[config.mk]
export PLATFORM = sky130hd
export DESIGN_NAME = alu_issue
export DESIGN_NICKNAME = d
export VERILOG_FILES = /design/src/rtl/alu_pkg.sv /design/src/rtl/alu_decode.sv /design/src/rtl/alu_issue.sv
export SDC_FILE = /design/constraint.sdc
export NUM_CORES = 1
export LEC_CHECK = 0
export ABC_AREA = 1
export ABC_CLOCK_PERIOD_IN_PS = 1500
export CAP_MARGIN = 20
export CORE_AREA = 2 2 140 142
export CTS_CLUSTER_DIAMETER = 80
export DETAILED_ROUTE_END_ITERATION = 12
export DIE_AREA = 0 0 142 144
export PLACE_DENSITY_LB_ADDON = 0.1
export SLEW_MARGIN = 20
export SYNTH_ARGS = -nofsm -noshare
export SYNTH_HDL_FRONTEND = slang
export SYNTH_HIERARCHICAL = 1
export SYNTH_SLANG_ARGS = --single-unit
export TNS_END_PERCENT = 10
[constraint.sdc]
create_clock -name clk -period 1.5 [get_ports clk]
set_input_delay 0.3 -clock clk [delete_from_list [all_inputs] [get_ports clk]]
set_output_delay 0.3 -clock clk [all_outputs]
set_load 0.02 [all_outputs]
[src/rtl/alu_pkg.sv]
// Shared definitions for the ALU issue stage.
//   - ALU function codes (funct3 encoding) and the opcode values this stage decodes.
//   - dec_op_t: the decoded operation handed from the decoder to the output register.
//   - Immediate-extraction helpers shared by the decoder.
package alu_pkg;

  localparam int XLEN_DEF = 32;

  localparam logic [2:0] ALU_ADD  = 3'b000;
  localparam logic [2:0] ALU_SLL  = 3'b001;
  localparam logic [2:0] ALU_SLT  = 3'b010;
  localparam logic [2:0] ALU_SLTU = 3'b011;
  localparam logic [2:0] ALU_XOR  = 3'b100;
  localparam logic [2:0] ALU_SR   = 3'b101;
  localparam logic [2:0] ALU_OR   = 3'b110;
  localparam logic [2:0] ALU_AND  = 3'b111;

  localparam logic [6:0] OPC_OP    = 7'b0110011;
  localparam logic [6:0] OPC_OPIMM = 7'b0010011;
  localparam logic [6:0] OPC_LUI   = 7'b0110111;
  localparam logic [6:0] OPC_AUIPC = 7'b0010111;

  // funct7 values: base encoding and the alternate (SUB/SRA) encoding.
  localparam logic [6:0] F7_BASE = 7'b0000000;
  localparam logic [6:0] F7_ALT  = 7'b0100000;

  typedef struct packed {
    logic [31:0] a;
    logic [31:0] b;
    logic [2:0]  func;
    logic        control;
    logic [4:0]  rd;
    logic        illegal;
  } dec_op_t;

  // Sign-extended I-type immediate.
  function automatic logic [31:0] imm_i(input logic [31:0] instr);
    return {{20{instr[31]}}, instr[31:20]};
  endfunction

  // U-type immediate (upper 20 bits, low 12 bits zero).
  function automatic logic [31:0] imm_u(input logic [31:0] instr);
    return {instr[31:12], 12'h000};
  endfunction

  // Zero-extended shift amount for SLLI/SRLI/SRAI.
  function automatic logic [31:0] imm_shamt(input logic [31:0] instr);
    return {27'd0, instr[24:20]};
  endfunction

endpackage

[src/rtl/alu_decode.sv]
// Combinational RV32I decoder for OP, OP-IMM, LUI and AUIPC.
// Ports:
//   instr    in   32  instruction word
//   rs1_data in   32  rs1 register value
//   rs2_data in   32  rs2 register value
//   pc       in   32  instruction address (AUIPC operand A)
//   dec      out  dec_op_t  operands, ALU func/control, rd and illegal flag
module alu_decode
  import alu_pkg::*;
(
  input  logic [31:0] instr,
  input  logic [31:0] rs1_data,
  input  logic [31:0] rs2_data,
  input  logic [31:0] pc,
  output dec_op_t     dec
);

  logic [6:0] opcode_s;
  logic [2:0] funct3_s;
  logic [6:0] funct7_s;
  logic       unused_rs1_idx_s;

  assign opcode_s = instr[6:0];
  assign funct3_s = instr[14:12];
  assign funct7_s = instr[31:25];
  // Register indices are resolved upstream; only the data arrives here.
  assign unused_rs1_idx_s = ^instr[19:15];

  // Opcode decode into operands and ALU function/control.
  always_comb begin
    dec         = '0;
    dec.rd      = instr[11:7];
    dec.illegal = 1'b0;
    case (opcode_s)
      OPC_OP: begin
        dec.a       = rs1_data;
        dec.b       = rs2_data;
        dec.func    = funct3_s;
        dec.control = instr[30];
        // The alternate funct7 only exists for SUB and SRA.
        if (funct7_s == F7_BASE) begin
          dec.illegal = 1'b0;
        end else if ((funct7_s == F7_ALT) &&
                     ((funct3_s == ALU_ADD) || (funct3_s == ALU_SR))) begin
          dec.illegal = 1'b0;
        end else begin
          dec.illegal = 1'b1;
        end
      end
      OPC_OPIMM: begin
        dec.a    = rs1_data;
        dec.func = funct3_s;
        case (funct3_s)
          ALU_SLL: begin
            dec.b       = imm_shamt(instr);
            dec.control = 1'b0;
            dec.illegal = (funct7_s != F7_BASE);
          end
          ALU_SR: begin
            dec.b       = imm_shamt(instr);
            dec.control = instr[30];
            dec.illegal = (funct7_s != F7_BASE) && (funct7_s != F7_ALT);
          end
          default: begin
            dec.b       = imm_i(instr);
            dec.control = 1'b0;
            dec.illegal = 1'b0;
          end
        endcase
      end
      OPC_LUI: begin
        dec.a    = 32'd0;
        dec.b    = imm_u(instr);
        dec.func = ALU_ADD;
      end
      OPC_AUIPC: begin
        dec.a    = pc;
        dec.b    = imm_u(instr);
        dec.func = ALU_ADD;
      end
      default: begin
        // Undecodable: zero payload, still carries rd and flows through.
        dec.illegal = 1'b1;
      end
    endcase
  end

endmodule

[src/rtl/alu_issue.sv]
// ALU issue stage: decodes one instruction per cycle and presents it to the
// execute stage through a registered valid/ready output backed by a skid entry.
// Ports:
//   clk, rst                     clock, synchronous active-high reset
//   in_valid/in_ready            input handshake
//   in_instr, in_rs1_data,
//   in_rs2_data, in_pc           instruction and its operands
//   out_valid/out_ready          output handshake
//   operand_A, operand_B, func,
//   control, rd, illegal         decoded operation (registered)
// Parameters:
//   XLEN     datapath width (32 only)
//   SKID_EN  1: registered in_ready with skid entry; 0: pass-through in_ready
module alu_issue
  import alu_pkg::*;
#(
  parameter int XLEN    = 32,
  parameter int SKID_EN = 1
) (
  input  logic            clk,
  input  logic            rst,
  input  logic            in_valid,
  output logic            in_ready,
  input  logic [31:0]     in_instr,
  input  logic [XLEN-1:0] in_rs1_data,
  input  logic [XLEN-1:0] in_rs2_data,
  input  logic [XLEN-1:0] in_pc,
  output logic            out_valid,
  input  logic            out_ready,
  output logic [XLEN-1:0] operand_A,
  output logic [XLEN-1:0] operand_B,
  output logic [2:0]      func,
  output logic            control,
  output logic [4:0]      rd,
  output logic            illegal
);

  dec_op_t dec_s;
  dec_op_t out_r, out_nxt_s;
  dec_op_t skid_r, skid_nxt_s;
  logic    out_valid_r, out_valid_nxt_s;
  logic    skid_valid_r, skid_valid_nxt_s;
  logic    in_ready_r;
  logic    in_ready_s;
  logic    in_xfer_s;
  logic    out_load_s;

  alu_decode u_decode (
    .instr    (in_instr),
    .rs1_data (in_rs1_data),
    .rs2_data (in_rs2_data),
    .pc       (in_pc),
    .dec      (dec_s)
  );

  assign in_ready_s = (SKID_EN != 0) ? in_ready_r : (!out_valid_r || out_ready);
  assign in_xfer_s  = in_valid && in_ready_s;
  // Output register may take a new entry when empty or being consumed.
  assign out_load_s = !out_valid_r || out_ready;

  // Next-state for the output and skid entries; skid always drains first.
  always_comb begin
    out_nxt_s        = out_r;
    out_valid_nxt_s  = out_valid_r;
    skid_nxt_s       = skid_r;
    skid_valid_nxt_s = skid_valid_r;
    if (out_load_s) begin
      if (skid_valid_r) begin
        out_nxt_s       = skid_r;
        out_valid_nxt_s = 1'b1;
        if (in_xfer_s) begin
          skid_nxt_s       = dec_s;
          skid_valid_nxt_s = 1'b1;
        end else begin
          skid_valid_nxt_s = 1'b0;
        end
      end else if (in_xfer_s) begin
        out_nxt_s       = dec_s;
        out_valid_nxt_s = 1'b1;
      end else begin
        out_valid_nxt_s = 1'b0;
      end
    end else begin
      // Output stalled: a transferring input parks in the skid entry.
      if (in_xfer_s) begin
        skid_nxt_s       = dec_s;
        skid_valid_nxt_s = 1'b1;
      end else begin
        skid_valid_nxt_s = skid_valid_r;
      end
    end
  end

  // State registers; reset discards both entries.
  always_ff @(posedge clk) begin
    if (rst) begin
      out_r        <= '0;
      skid_r       <= '0;
      out_valid_r  <= 1'b0;
      skid_valid_r <= 1'b0;
      in_ready_r   <= 1'b1;
    end else begin
      out_r        <= out_nxt_s;
      skid_r       <= skid_nxt_s;
      out_valid_r  <= out_valid_nxt_s;
      skid_valid_r <= skid_valid_nxt_s;
      in_ready_r   <= !skid_valid_nxt_s;
    end
  end

  assign in_ready  = in_ready_s;
  assign out_valid = out_valid_r;
  assign operand_A = out_r.a;
  assign operand_B = out_r.b;
  assign func      = out_r.func;
  assign control   = out_r.control;
  assign rd        = out_r.rd;
  assign illegal   = out_r.illegal;

endmodule
# After elaboration in Yosys (flattened, before gate mapping)
# Index checks and enable logic that the tools add are counted.
# classes
n_eq_ne,9
n_mux,18
reduce_logical,14
# op_table
op,n
2-to-1 mux 74 bit,5
case mux 67 bit (4 select lines),1
2-to-1 mux 32 bit,1
"== test 7 x 6 -> 1 bit, second input constant",3
"== test 7 x 5 -> 1 bit, second input constant",2
2-to-1 mux 1 bit,8
logical NOT 7 bit,1
"!= test 7 x 6 -> 1 bit, second input constant",1
nonzero test 7 bit,1
case mux 1 bit (2 select lines),2
OR reduction 2 bit,2
"== test 3 x 1 -> 1 bit, second input constant",1
"== test 3 bit, second input constant",1
logical AND 1 bit,3
logical NOT 3 bit,1
case mux 1 bit (3 select lines),1
logical NOT 1 bit,2
logical OR 1 bit,2
"!= test 2 bit, second input constant",1
AND reduction 2 bit,1
nonzero test 2 bit,1
# totals
input_bits,132
register_bits,151

# Logic depth before layout (Yosys ltp)
# Gate-level depths: netlist of the first run.
# depth
ltp_word,9
mapped_depth,12
depth_no_buf,11

# Hierarchy
# The synthesis of the first run kept the hierarchy.
# modules_own_cells
mod,n_inst,cells_each,area_each_um2,seq_area_each_um2
alu_issue,1,1134,7098.1,3022.9
alu_decode,1,265,1316.3,0.0

# Worst setup path after synthesis of the first run
# OpenSTA, ideal clock, no wires.
# synth_timing
path_type,reg-to-reg
start,reg in_ready_r (netlist: in_ready)
end,reg skid_r[11] (netlist name)
arrival_ns,1.333
period_less_slack_ns,1.448
required_ns,1.385
path_buffers,2
stages_incl_launch_ff,8
setup_ns,0.115
setup_slack_ns,0.052
path_cell_list,dfxtp_1 nand2_1 clkinv_1 clkbuf_1 buf_1 nand3_1 nand2_1 nor2_1
# synth_via
elab_chain_cells,4
# synth_lines
item,line_no,source
from (decl),alu_issue.sv:43,logic in_ready_r;
from (signal assigned),alu_issue.sv:107,in_ready_r <= !skid_valid_nxt_s;
logical AND 1 bit *,alu_issue.sv:57,assign in_xfer_s = in_valid && in_ready_s;
2-to-1 mux 74 bit *,--,
2-to-1 mux 74 bit,--,
2-to-1 mux 74 bit *,--,
to (signal assigned),alu_issue.sv:104,skid_r <= skid_nxt_s;
to (decl),alu_issue.sv:40,"dec_op_t skid_r, skid_nxt_s;"
# Every way passes the cells marked *; elsewhere a longest branch is shown, timed or not. The select of a mux whose other input is x is not followed.
# A chain may end at the register's enable or synchronous reset.

# Final worst setup path of the first run
# layout_timing
start,"reg out_r, in the netlist operand_A[14]"
end,out operand_A[14]
# layout_lines
item,line_no,source
from (decl),alu_issue.sv:39,"dec_op_t out_r, out_nxt_s;"
from (signal assigned),alu_issue.sv:103,out_r <= out_nxt_s;
to (decl),alu_issue.sv:30,"output logic [XLEN-1:0] operand_A,"
# No word-level cell between the ends.

==> results.md, run 1 <==
* 1st-pass router iterations at 5
* List of cells traversed by the critical path: dlygate4sd2_1
* Io pins at 208
* Average wire per standard cell at 13.7 um
* Fraction of layout cells with a size suffix above 1 at a little under an eighth
* Leakage Power at 5.68 nW
* Count of endpoints failing setup in the final report at 0
* Total clock buffers created by CTS at 17
* Vias in the first global route at 8032
* Critical setup path kind: flip-flop to output port
* Overall power of the completed layout at ~11 mW
* Number of violations reported at the end of detailed-routing iteration 0 at slightly above 600
* Quantity of I/O buffers inserted on ports at 207
* Biggest cell delay along the critical path at 0.39 ns
* Cell family with the largest share of critical-path delay: flip-flops
* Ant. Diodes at 0
* Slowest cell on the critical path: dfxtp_1
* Clock latency of the later-clocked register in the worst-skew pair at 0.43 ns
* Result of the run: completed
* Clock tree from TritonCTS: done
* IR Drop Worst-Case VDD at 0.000795 V
* Average cell area after synthesis at around 6 sq um
* Worst setup slack before clock tree synthesis at -0.728 ns
* F_max at slightly below 0.7 GHz
* Total Routing Usage GR at 24.4%
* Rows at 51
* Number of pins with negative max-slew slack in the final report at 0
* Worst setup path start: operand_A[14]
* Antenna violations before repair at 0
* Share of Yosys cell area claimed by the top area cell type at 35.9%
* Vias after detailed routing at 8990
* Number of nets with antenna violations after detailed routing at 0
* Worst slew slack as a fraction of its limit at 78.7%
* Area Growth Syn to Fin at 41.5%
* Horiz. Die Dim at 142 um
* Final HPWL DP at ~17000 um
* Startpoint kind of the worst setup timing path: flip-flop
* Initial Utilization at 44.1%
* Proportion of synthesized chip area in sequential cells at 35.9%
* Synthesized net count at approximately 1500
* Critical Path AT at 1.17 ns
* Min setup slack post-route at between 0.03 and 0.04 ns
* Number of different library cells in the post-synthesis netlist at 26
* Max Root-Sink Buffers at 2
* Time the worst path needs with I/O delays and setup at 1.47 ns
* Synthesized cell area at 8410 sq um
* Setup repair after global routing missed its margin: false
* Worst-case clock skew at 0.00928 ns
* Area used by sequential logic in the layout at around 3000 sq um
* TritonCTS sink count at 151
* Via density per instance at 4.84
* Number of nets in the final layout at approximately 1700
* H-tree levels at 4
* Worst Tran Pin Value at 0.320 ns
* Total die area at between 20000 and 25000 sq um
* Final Util at 62.4%
* Count of yosys warnings during synthesis at 6
* Number of remaining DRC errors at 0
* Final wirelength at 25400 um
* Worst Hold Class: flip-flop to flip-flop
* Gp weighted congestion at 0.827
* Critical path buffer and inverter count at 1
* Multi-input gate area at between 4000 and 5000 sq um
* Clock input transition at the sequential cells of the worst setup and hold paths at approximately 0.060 ns
* Worst flop-to-flop path startpoint: out_valid
* Number of failing hold endpoints at the final stage at 0
* Wire length of the first global-routing pass at 40000 um
* Area of the core region at 19100 sq um
* Grt total ovfl at 0
* Area contributors post-synth: dfxtp_1 36%, nand2_1 19%, nor2_1 10%
* Total power per unit cell area at 909 nW/um^2
* Area post-placement at 11000 sq um
* Root buffer cell: clkbuf_16
* Worst Min Path Start: skid_r[28]
* Data required time of the worst path at 1.20 ns
* Post-route clock period utilization at 97.9%
* Cell taking the most area after synthesis: dfxtp_1
* Synthesized instance count at 1399
* Filler Cell Count at approximately 1800
* Max-capacitance violation count at 0
* Worst-path fanout max at 2
* Maximum number of pins on one net before global-route repair at about 70
* Kind of end point of the critical path: output port
* Die extent in y at approximately 140 um
* Post-synthesis register bit count at roughly 150
* Finished Cell Area at between 10000 and 15000 sq um
[cells by family after synthesis]
logic type	Yosys count	synth area share (%)
AND/OR/NAND/NOR	821	40.7
AO/OA/AOI/OAI	156	9.34
flip-flops	151	35.9
buffers and inverters	271	14.0
[area by class of cell]
type	instances	area share, %
Clock buffer	20	3.75
Clock inverter	12	0.988
Inverter	168	5.38
Multi-Input combinational cell	977	36.2
Sequential cell	151	25.4
Tap cell	238	2.50
Timing Repair Buffer	292	25.7
[power breakdown]
group	total, mW	internal [mW]	switching, mW
combinational	2.22	0.985	1.24
sequential	4.43	4.28	0.141
clock	4.16	2.34	1.82
total	10.8	7.61	3.20
[stage by stage]
step,hold WS [ns],setup TNS [ns],cells
2_1_floorplan,0.369,0,1399
3_3_place_gp,0.459,-78.24,1808
3_5_place_dp,0.468,-80.37,1808
4_1_cts,0.484,-0.417,1846
5_1_grt,0.501,0,1858
6_report,0.475,0,1858
[routing by layer]
| metal | global-route usage [%] | routed length (um) |
|---|---|---|
| met5 | 0 | 0 |
| met3 | 4.64 | 1870 |
| met1 | 33.1 | 11800 |
| met4 | 5.74 | 295 |
| met2 | 40.2 | 11400 |
[registers in the layout (all words and copies together) (netlist names)]
register	flops
operand_A	32
control	1
illegal	1
operand_B	32
out_valid	1
skid_r	74
func	3
rd	5
skid_valid_r	1
in_ready	1
[cell usage in the layout (no fill, tap or decap), types with 4 or more instances in the layout]
| master | netlist | final |
|---|---|---|
| buf_6 | 7 | 7 |
| inv_1 | 159 | 152 |
| buf_4 | 14 | 45 |
| clkbuf_16 | 0 | 21 |
| nand3_2 | 19 | 21 |
| nand3_1 | 131 | 129 |
| dlygate4sd2_1 | 0 | 76 |
| o21ai_1 | 3 | 36 |
| clkinvlp_4 | 0 | 7 |
| clkdlybuf4s50_1 | 0 | 122 |
| o21ai_0 | 76 | 36 |
| buf_12 | 0 | 27 |
| o21ai_2 | 0 | 7 |
| inv_4 | 1 | 4 |
| nor2_4 | 2 | 5 |
| a21oi_1 | 75 | 75 |
| inv_2 | 6 | 12 |
| nand2_1 | 425 | 420 |
| nand2_2 | 4 | 6 |
| nand2_4 | 1 | 4 |
| dfxtp_1 | 151 | 150 |
| nor2_1 | 235 | 230 |
| clkbuf_2 | 0 | 4 |
[synthesized netlist by cell type]
library cell  count
nand2_4           1
inv_2             6
dfxtp_1         151
buf_1             5
buf_2            43
clkbuf_1         34
nand2_2           4
nor2_1          235
inv_1           159
buf_4            14
a21oi_1          75
inv_4             1
o31ai_1           1
buf_6             7
nor2_4            2
nand2_1         425
nand3_2          19
clkinv_1          2
o21ai_1           3
nor3_1            1
a211oi_1          1
nor3_4            1
nor2_2            1
nand3_4           1
nand3_1         131
o21ai_0          76
[tightest hold or removal path: cells and delay by family (launching register included)]
kind | cells | cell delay [ns]
AO/OA/AOI/OAI | 1 | 0.04
flip-flops | 1 | 0.33
AND/OR/NAND/NOR | 1 | 0.07
[worst paths after layout]
kind / slack, ns / to / cells after the start
worst max register to register: 0.22 / skid_r[6] / 6
worst max-delay path: 0.03 / operand_A[14] / 1
worst min register to register: 0.48 / skid_r[28] / 2
worst min-delay path: 0.48 / skid_r[28] / 2
[what timing repair did]
item                                    in CTS  in global routing
pin swaps                                    6                 38
hold buffers                                 0                  0
gates cloned                                 3                  3
gates resized for setup                    105                 79
endpoints found under the setup margin     208                130
hold endpoints to repair                     0                  0
buffers inserted                             3                 10
Power figures use the tool's default switching activity.
==> run 2, diff against run 1 <==
--- a/config.mk
+++ b/config.mk
@@ -9,9 +9,11 @@
 export ABC_CLOCK_PERIOD_IN_PS = 1500
 export CAP_MARGIN = 20
 export CORE_AREA = 2 2 140 142
+export CTS_BUF_LIST = sky130_fd_sc_hd__clkbuf_4
 export CTS_CLUSTER_DIAMETER = 80
 export DETAILED_ROUTE_END_ITERATION = 12
 export DIE_AREA = 0 0 142 144
+export GPL_ROUTABILITY_DRIVEN = 0
 export PLACE_DENSITY_LB_ADDON = 0.1
 export SLEW_MARGIN = 20
 export SYNTH_ARGS = -nofsm -noshare
==> run 2 against run 1 <==
  * Non-clock buffer count shrank 8
  * Sequential share of layout area grew 1.8 points
  * Utilization shrank 3.7 points
==> results.md, run 2 (synthesized netlist as in run 1, its figures left out) <==
* Crit. path cell count at 1 (unchanged)
* Hold bufs inserted after CTS at 0 (unchanged)
* Total Routing Usage GR at 23.8% (was 24.4%)
* Non-filler instance count after layout at 1852 (was 1858)
* Max-capacitance violation count at 0 (unchanged)
* Vias in the first global route at 7877 (was 8032)
* Slowest cell on the critical path: dfxtp_1 (unchanged)
* Antenna violations before repair at 1 (was 0)
* Setup TNS after final layout at 0 ns (unchanged)
* Number of failing hold endpoints at the final stage at 0 (unchanged)
* Via density per instance at 4.80 (was 4.84)
* 1st-pass router iterations at 5 (unchanged)
* Wire length of the first global-routing pass at 39100 um (was 40000 um)
* Final wirelength at 25100 um (was 25400 um)
* IR Drop Worst-Case VDD at 0.000389 V (was 0.000795 V)
* Clock latency of the later-clocked register in the worst-skew pair at 0.56 ns (was 0.43 ns)
* Worst-path fanout max at 2 (unchanged)
* Worst flop-to-flop path startpoint: out_valid (unchanged)
* Critical Path AT at 1.15 ns (was 1.17 ns)
* Leakage Power at 5.33 nW (was 5.68 nW)
* Worst r2r path cells at 6 (unchanged)
* Most frequent standard cell in the layout excluding fill and tap cells: nand2_1 (unchanged)
* Number of pins with negative max-slew slack in the final report at 0 (unchanged)
* Post-route clock period utilization at 96.7% (was 97.9%)
* Cell family with the largest share of critical-path delay: flip-flops (unchanged)
* Time the worst path needs with I/O delays and setup at 1.45 ns (was 1.47 ns)
* Finished Cell Area at 11200 sq um (was 11900 sq um)
* Filler Cell Count at 1935 (was 1825)
* Number of nets in the final layout at 1731 (was 1739)
* Io pins at 208 (unchanged)
* Kind of end point of the critical path: output port (unchanged)
* Worst setup slack before clock tree synthesis at -0.728 ns (unchanged)
* Worst Hold Class: primary input to flip-flop (was flip-flop to flip-flop)
* Vias after detailed routing at 8888 (was 8990)
* Quantity of I/O buffers inserted on ports at 207 (unchanged)
* Die extent in y at 144 um (unchanged)
* Area of the core region at 19100 sq um (unchanged)
* Number of violations reported at the end of detailed-routing iteration 0 at 612 (was 607)
* Number of nets with antenna violations after detailed routing at 0 (unchanged)
* Last element of the critical path: operand_A[16] (was operand_A[14])
* FF-to-FF End: skid_r[6] (unchanged)
* Horiz. Die Dim at 142 um (unchanged)
* Biggest cell delay along the critical path at 0.40 ns (was 0.39 ns)
* Count of endpoints failing setup in the final report at 0 (unchanged)
* Clock tree from TritonCTS: done (unchanged)
* Worst Tran Pin Value at 0.307 ns (was 0.320 ns)
* Startpoint kind of the worst setup timing path: flip-flop (unchanged)
* Data required time of the worst path at 1.20 ns (about the same)
* Number of remaining DRC errors at 0 (unchanged)
* Total clock buffers created by CTS at 17 (unchanged)
* Area Growth Syn to Fin at 33.1% (was 41.5%)
* Fin Hold WS at 0.374 ns (was 0.475 ns)
* F_max at 0.689 GHz (was 0.681 GHz)
* Average wire per standard cell at 13.5 um (was 13.7 um)
* Area post-placement at 11000 sq um (unchanged)
* Flip-flop count of the largest register after layout at 74 (unchanged)
* Result of the run: completed (unchanged)
* R2R Setup Slk at 0.24 ns (was 0.22 ns)
* Critical path buffer and inverter count at 1 (unchanged)
* Min setup slack post-route at 0.0493 ns (was 0.0315 ns)
* Maximum number of pins on one net before global-route repair at 69 (unchanged)
* Cells after DPL at 1808 (unchanged)
* TritonCTS sink count at 151 (unchanged)
* Max Root-Sink Buffers at 2 (unchanged)
* Worst-case clock skew at 0.0218 ns (was 0.00928 ns)
* List of cells traversed by the critical path: buf_2 (was dlygate4sd2_1)
* Fraction of layout cells with a size suffix above 1 at 15.2% (was 11.4%)
* Overall power of the completed layout at 9.06 mW (was 10.8 mW)
* Root buffer cell: clkbuf_4 (was clkbuf_16)
* Total power per unit cell area at 809 nW/um^2 (was 909 nW/um^2)
* Worst slew slack as a fraction of its limit at 79.6% (was 78.7%)
* Critical setup path kind: flip-flop to output port (unchanged)
* Final Util at 58.7% (was 62.4%)
* Rows at 51 (unchanged)
* Clock input transition at the sequential cells of the worst setup and hold paths at 0.15 ns (was 0.06 ns)
* Grt total ovfl at 0 (unchanged)
* Total die area at 20400 sq um (unchanged)
* Final HPWL DP at 16500 um (unchanged)
* H-tree levels at 4 (unchanged)
* Worst setup path start: operand_A[16] (was operand_A[14])
* Most flop-heavy register: skid_r (unchanged)
* Initial Utilization at 44.1% (unchanged)
* Highest-count cells in the layout ignoring fill and taps: 424 x nand2_1, 233 x nor2_1, 159 x inv_1, 134 x dfxtp_1, 128 x nand3_1 (was 420 x nand2_1, 230 x nor2_1, 152 x inv_1, 150 x dfxtp_1, 129 x nand3_1)
run 2: cell count changes in the layout (fill, tap and decap cells not counted), moves of 5 or more:
cell and delta:
o21ai_2 -7, buf_6 -5, o21ai_1 -20, buf_2 +75
clkbuf_16 -16, dfxtp_2 +16, dfxtp_1 -16, inv_2 -6
o21ai_0 +27, dlygate4sd2_1 -75, clkbuf_4 +20, inv_1 +7
run 2: worst min-delay path by stage:
stage,start,end,slack [ns],cells after the start
after global routing,in_instr[11],skid_r[5],0.36,5
final,in_instr[11],skid_r[5],0.37,5
after global placement,skid_r[18],skid_r[18],0.46,2
after detailed placement,skid_r[44],skid_r[44],0.47,2
after CTS,in_instr[11],skid_r[5],0.33,5
after floorplan,rst,out_valid,0.37,1
run 2: final cells by class:
| class | instances | area [sq um] | share of cell area, % |
|---|---|---|---|
| Clock buffer | 19 | 143 | 1.27 |
| Sequential cell | 151 | 3050 | 27.2 |
| Antenna cell | 2 | 5.00 | 0.0447 |
| Multi-Input combinational cell | 977 | 4260 | 38.0 |
| Tap cell | 238 | 298 | 2.66 |
| Timing Repair Buffer | 284 | 2690 | 24.0 |
| Inverter | 168 | 638 | 5.70 |
| Clock inverter | 13 | 121 | 1.08 |
run 2: worst min-delay path: stages:
cell and delay, ns:
clkdlybuf4s50_1 0.40, inv_1 0.07, nand3_1 0.07, nand2_1 0.06, nor2_1 0.03
run 2: metal layers:
layer	vias up	GRT usage [%]	wire (um)
li1	4675	-	-
met1	3881	32.7	11900
met2	311	38.8	11000
met3	21	4.87	1900
met4	0	5.11	246
met5	-	0	0
run 2: where the power goes:
part,internal (mW),switching [mW]
combinational,0.943,1.23
sequential,4.29,0.141
clock,0.866,1.59
total,6.10,2.96
run 2: timing repair:
action | in CTS | in global routing
setup endpoints to repair | 115 | 91
cloned | 0 | 5
pin swaps | 0 | 6
buffers inserted | 0 | 5
endpoints found under the hold margin | 0 | 0
resized for setup | 325 | 31
